$ cat src/rtl/unidade_controle_jogo_if.sv
// unidade_controle_jogo_if: control/status signals between the game controller and its datapath
//   master: datapath/bench side (drives iniciar, jogada, igual, fimC)
//   slave : controller side (drives zeraC, contaC, zeraR, registraR, acertou, errou, pronto, timeout, db_estado)
interface unidade_controle_jogo_if;
    logic       iniciar;
    logic       jogada;
    logic       igual;
    logic       fimC;
    logic       zeraC;
    logic       contaC;
    logic       zeraR;
    logic       registraR;
    logic       acertou;
    logic       errou;
    logic       pronto;
    logic       timeout;
    logic [3:0] db_estado;
    modport master (
        output iniciar, jogada, igual, fimC,
        input  zeraC, contaC, zeraR, registraR, acertou, errou, pronto, timeout, db_estado
    );
    modport slave (
        input  iniciar, jogada, igual, fimC,
        output zeraC, contaC, zeraR, registraR, acertou, errou, pronto, timeout, db_estado
    );
endinterface

$ cat src/rtl/unidade_controle_jogo.sv
// unidade_controle_jogo: Moore FSM sequencing a memory game with a per-play timeout
//   clock, reset : system clock, synchronous active-high reset
//   bus (slave)  : iniciar/jogada/igual/fimC in; counter/register controls, result flags, db_estado out
module unidade_controle_jogo #(
    parameter int TIMEOUT = 3000
) (
    input logic                   clock,
    input logic                   reset,
    unidade_controle_jogo_if.slave bus
);
    typedef enum logic [3:0] {
        INICIAL     = 4'h0,
        PREPARACAO  = 4'h1,
        ESPERA      = 4'h2,
        REGISTRA    = 4'h4,
        COMPARACAO  = 4'h5,
        PROXIMO     = 4'h6,
        FIM_ACERTOU = 4'hA,
        FIM_ERROU   = 4'hE,
        FIM_TIMEOUT = 4'hD
    } estado_t;

    localparam int             TW   = $clog2(TIMEOUT);
    localparam logic [TW-1:0]  TMAX = TW'(TIMEOUT - 1);

    estado_t       estado_q, estado_d;
    logic [TW-1:0] timer_q, timer_d;

    always_ff @(posedge clock) begin
        if (reset) begin
            estado_q <= INICIAL;
            timer_q  <= '0;
        end else begin
            estado_q <= estado_d;
            timer_q  <= timer_d;
        end
    end

    always_comb begin
        estado_d = INICIAL;
        case (estado_q)
            INICIAL:     estado_d = bus.iniciar ? PREPARACAO : INICIAL;
            PREPARACAO:  estado_d = ESPERA;
            // jogada takes priority over an expiring timer
            ESPERA:      estado_d = bus.jogada ? REGISTRA : (timer_q == TMAX) ? FIM_TIMEOUT : ESPERA;
            REGISTRA:    estado_d = COMPARACAO;
            COMPARACAO:  estado_d = !bus.igual ? FIM_ERROU : bus.fimC ? FIM_ACERTOU : PROXIMO;
            PROXIMO:     estado_d = ESPERA;
            FIM_ACERTOU: estado_d = bus.iniciar ? PREPARACAO : FIM_ACERTOU;
            FIM_ERROU:   estado_d = bus.iniciar ? PREPARACAO : FIM_ERROU;
            FIM_TIMEOUT: estado_d = bus.iniciar ? PREPARACAO : FIM_TIMEOUT;
            default:     estado_d = INICIAL;
        endcase
        // staying in ESPERA implies timer_q < TMAX, so the increment never wraps
        timer_d = (estado_q == ESPERA && estado_d == ESPERA) ? timer_q + 1'b1 : '0;
    end

    assign bus.zeraC     = estado_q == PREPARACAO;
    assign bus.zeraR     = estado_q == PREPARACAO;
    assign bus.registraR = estado_q == REGISTRA;
    assign bus.contaC    = estado_q == PROXIMO;
    assign bus.acertou   = estado_q == FIM_ACERTOU;
    assign bus.errou     = estado_q == FIM_ERROU || estado_q == FIM_TIMEOUT;
    assign bus.timeout   = estado_q == FIM_TIMEOUT;
    assign bus.pronto    = estado_q == FIM_ACERTOU || estado_q == FIM_ERROU || estado_q == FIM_TIMEOUT;
    assign bus.db_estado = estado_q;
endmodule
$ cat src/flat_wrapper.sv
// flat-port wrapper written by rule: the top's interface ports become plain ports
module unidade_controle_jogo_flat 
#(
    parameter int TIMEOUT = 3000
)
  (clock, reset, bus_iniciar, bus_jogada, bus_igual, bus_fimC, bus_zeraC, bus_contaC, bus_zeraR, bus_registraR, bus_acertou, bus_errou, bus_pronto, bus_timeout, bus_db_estado);
  unidade_controle_jogo_if bus_i ();
  input logic clock;
  input logic reset;
  input wire logic [$bits(bus_i.iniciar)-1:0] bus_iniciar;
  input wire logic [$bits(bus_i.jogada)-1:0] bus_jogada;
  input wire logic [$bits(bus_i.igual)-1:0] bus_igual;
  input wire logic [$bits(bus_i.fimC)-1:0] bus_fimC;
  output wire logic [$bits(bus_i.zeraC)-1:0] bus_zeraC;
  output wire logic [$bits(bus_i.contaC)-1:0] bus_contaC;
  output wire logic [$bits(bus_i.zeraR)-1:0] bus_zeraR;
  output wire logic [$bits(bus_i.registraR)-1:0] bus_registraR;
  output wire logic [$bits(bus_i.acertou)-1:0] bus_acertou;
  output wire logic [$bits(bus_i.errou)-1:0] bus_errou;
  output wire logic [$bits(bus_i.pronto)-1:0] bus_pronto;
  output wire logic [$bits(bus_i.timeout)-1:0] bus_timeout;
  output wire logic [$bits(bus_i.db_estado)-1:0] bus_db_estado;
  assign bus_i.iniciar = bus_iniciar;
  assign bus_i.jogada = bus_jogada;
  assign bus_i.igual = bus_igual;
  assign bus_i.fimC = bus_fimC;
  assign bus_zeraC = bus_i.zeraC;
  assign bus_contaC = bus_i.contaC;
  assign bus_zeraR = bus_i.zeraR;
  assign bus_registraR = bus_i.registraR;
  assign bus_acertou = bus_i.acertou;
  assign bus_errou = bus_i.errou;
  assign bus_pronto = bus_i.pronto;
  assign bus_timeout = bus_i.timeout;
  assign bus_db_estado = bus_i.db_estado;
  unidade_controle_jogo #(.TIMEOUT(TIMEOUT)) u_core (.clock(clock), .reset(reset), .bus(bus_i));
endmodule
$ cat config.mk
export PLATFORM = sky130hd
export DESIGN_NAME = unidade_controle_jogo_flat
export DESIGN_NICKNAME = d
export VERILOG_FILES = /design/src/rtl/unidade_controle_jogo_if.sv /design/src/rtl/unidade_controle_jogo.sv /design/src/flat_wrapper.sv
export SDC_FILE = /design/constraint.sdc
export NUM_CORES = 1
export LEC_CHECK = 0
export CORE_MARGIN = 2
export CORE_UTILIZATION = 30
export CTS_BUF_LIST = sky130_fd_sc_hd__clkbuf_2 sky130_fd_sc_hd__clkbuf_4 sky130_fd_sc_hd__clkbuf_8
export CTS_CLUSTER_DIAMETER = 40
export CTS_CLUSTER_SIZE = 30
export DETAILED_ROUTE_END_ITERATION = 10
export GPL_ROUTABILITY_DRIVEN = 0
export GPL_TIMING_DRIVEN = 1
export PLACE_DENSITY = 0.48
export SLEW_MARGIN = 20
export SYNTH_ARGS = -nofsm -noshare
export SYNTH_HDL_FRONTEND = slang
export SYNTH_SLANG_ARGS = --single-unit
$ cat constraint.sdc
create_clock -name clock -period 1.75 [get_ports clock]
set_input_delay 0.175 -clock clock [delete_from_list [all_inputs] [get_ports clock]]
set_output_delay 0.175 -clock clock [all_outputs]
set_load 0.02 [all_outputs]
==> out/metrics.yaml <==
grt_max_degree: 13
fin_crit_sh_pct: 95.5
cap_viol_max_count: 0
wl_mm: 1.80
drc: 0
row_count: 19
ys_seq_elements: 16
setup_ws_ns: 0.0779
cp-start-kind: "flip-flop"
worst_slew_pin_slew_ns: 0.354
yosys.area_share.simple_pct: 36.1
netlist_area_sq_um: 893
die_w_um: 58.6
fin_nets: 134
yosys.area_share.adder_pct: 1.40
reg2reg_depth: 5
area_growth_pct: 28.3
cp.required_ns: 1.57
vias_per_cell: 4.79
dieArea_sq_um: 3430
cts_buffers: 3
grt_pass1_vias: 707
max_clock_freq_ghz: 0.598
drive_gt1_share_pct: 22.2
yosysWarnings: 0
final_common_cell: "dfxtp_1"
hpwl_mm: 1.38
cts_setup_buffers: 0
drt-initial-drc-count: 31
clockPowerShare_pct: 33.2
final_hold_viol_count: 0
power_frac_seq_pct: 53.1
wl_per_cell_um: 11.4
ir_drop_uv: 605
synth_top_family_by_area: "simple AND/OR/NAND/NOR gates"
synthDistinctLibCells: 31
p_leak_nw: 0.418
final_cell_mix: "14 x dfxtp_1, 10 x nor3_1, 10 x a21oi_1, 9 x nor2_2, 9 x clkdlybuf4s50_1"
ctsHoldBuffers: 0
regArea_sq_um: 323
period_minus_slack_ns: 1.67
p_sw_share_pct: 23.9
synth_xor_area_share_pct: 10.8
synth_compound_area_share_pct: 9.38
hold_path_depth: 1
cts_tree: "yes"
p_comb_share_pct: 13.7
p_sw_mw: 0.172
internal-power_mw: 0.546
fin_tns_setup_ns: 0
crit_path_max_fanout: 9
insertedDiodeCount: 0
syn_inst: 104
drv_slew: 0
ios: 18
yosysSeqAreaShare_pct: 35.9
arrival_ns: 1.50
gr-total-overflow: 0
core_sq_um: 2780
cts_buffer_depth: 2
multiInputGateArea_sq_um: 520
status: "completed"
synthMuxAreaShare_pct: 0
ant_nets: 0
finalSetupViolations: 0
start_util_pct: 32.1
clkSinkCount: 16
insertion_delay_ns: 0.28
cts-root-buf: "clkbuf_4"
place.port_buffers: 17
post-place-ws_ns: 0.0361
relSlewSlack_pct: 76.2
synth_fp_nets: 111
rsz0062_at_grt: "true"
num_vias: 752
fin_skew_ns: 0.00250
gr-usage-all-layers_pct: 11.6
grt_pass1_wl_mm: 3.11
grt_antenna_before_repair: 0
die_h_um: 58.6
critPathKind: "reg -> out"
fillers: 285
endpoint_kind: "output port"
avgSynthCellArea_sq_um: 8.59
path_clk_slew_ns: 0.09
htreeDepth: 1
power_density_nw_per_um2: 626
worstHoldPathType: "reg -> reg"
first_pass_iters: 3
[cells by family (layout without fill, tap and decap cells)]
group                    Yosys count  in the layout
flip-flops                        16             16
AO/OA/AOI/OAI                     15             15
AND/OR/NAND/NOR                   52             52
buffers and inverters              9             31
adder cells (fa/ha/maj)            1              1
XOR/XNOR                          11             11
[critical path: stages (launching register included)]
cell and delay [ns]:
dfxtp_2 0.41, buf_4 0.13, and2b_1 0.17, a21o_1 0.18, dlygate4sd2_1 0.32
[cells in the mapped netlist]
library cell / n / share of area (%)
nor4_4: 1 / 2.4
a21oi_1: 10 / 5.6
buf_6: 2 / 2.5
buf_2: 1 / 0.56
nand2b_4: 1 / 1.5
ha_1: 1 / 1.4
nor2b_1: 1 / 0.70
o21ai_0: 2 / 1.1
nor2_4: 1 / 1.3
nor2_1: 5 / 2.1
buf_4: 2 / 1.7
nor2_2: 9 / 6.3
clkbuf_1: 1 / 0.42
or2b_1: 2 / 1.7
nand3_1: 5 / 2.8
xnor2_1: 8 / 7.8
xor2_1: 3 / 2.9
a21o_1: 1 / 0.84
nor3b_1: 1 / 0.84
o21bai_1: 1 / 0.84
nand2_1: 7 / 2.9
nor4_1: 2 / 1.4
nor3_1: 11 / 6.2
and2b_1: 1 / 0.84
and4b_2: 1 / 1.3
or3b_4: 1 / 1.3
inv_1: 3 / 1.3
nand2b_1: 2 / 1.4
a311oi_1: 1 / 0.98
nand4bb_1: 1 / 1.3
dfxtp_1: 16 / 36
[power groups by stage]
stage / clock network, mW / registers (mW) / logic (mW)
after global routing: 0.266 / 0.383 / 0.107
final: 0.238 / 0.381 / 0.0985
after detailed placement: 0 / 0.389 / 0.103
after floorplan: 0 / 0.387 / 0.0659
after global placement: 0 / 0.389 / 0.102
after CTS: 0.253 / 0.381 / 0.0993
[sequential cells by signal (all words and copies together) (netlist names)]
name                  cells
u_core.timer_q           12
u_core.bus.db_estado      4
[stage by stage]
stage | cell area [sq um] | total power, mW | hold slack, ns | util (%) | std cells
final | 1150 | 0.718 | 0.463 | 41.2 | 157
after global routing | 1150 | 0.755 | 0.491 | 41.2 | 157
after CTS | 1140 | 0.734 | 0.466 | 41.1 | 157
after detailed placement | 1110 | 0.492 | 0.446 | 40.0 | 153
after global placement | 1110 | 0.491 | 0.440 | 40.0 | 153
after floorplan | 898 | 0.453 | 0.372 | - | 104
[layer usage]
| layer | GRT usage, % | part of all wire (%) | vias to the layer above | routed length [um] |
|---|---|---|---|---|
| met3 | 3.30 | 5.0 | 2 | 90 |
| li1 | - | - | 396 | - |
| met2 | 17.3 | 43 | 14 | 777 |
| met4 | 2.92 | 0.50 | 0 | 9 |
| met5 | 0 | 0 | - | 0 |
| met1 | 16.5 | 51 | 340 | 920 |
[timing repair]
action                     4_1_cts  5_1_grt
pin swaps                        0        0
resized for setup                9        1
hold endpoints to repair         0        0
setup endpoints to repair        8        2
cloned                           0        0
[layout make-up]
type                       instances  area share (%)
tap                               31            3.38
inverter                           3           0.983
timing repair buffer              24            18.9
clock buffer                       4            3.17
multi-input combinational         79            45.4
sequential                        16            28.2
[final timing paths]
| kind | from | end | slack [ns] |
|---|---|---|---|
| worst max-delay path | u_core.bus.db_estado[0] | bus_pronto | 0.08 |
| worst max register to register | u_core.timer_q[0] | u_core.timer_q[2] | 0.19 |
| worst min register to register | u_core.timer_q[0] | u_core.timer_q[0] | 0.46 |
| worst min-delay path | u_core.timer_q[0] | u_core.timer_q[0] | 0.46 |
(Power assumes the default switching activity.)
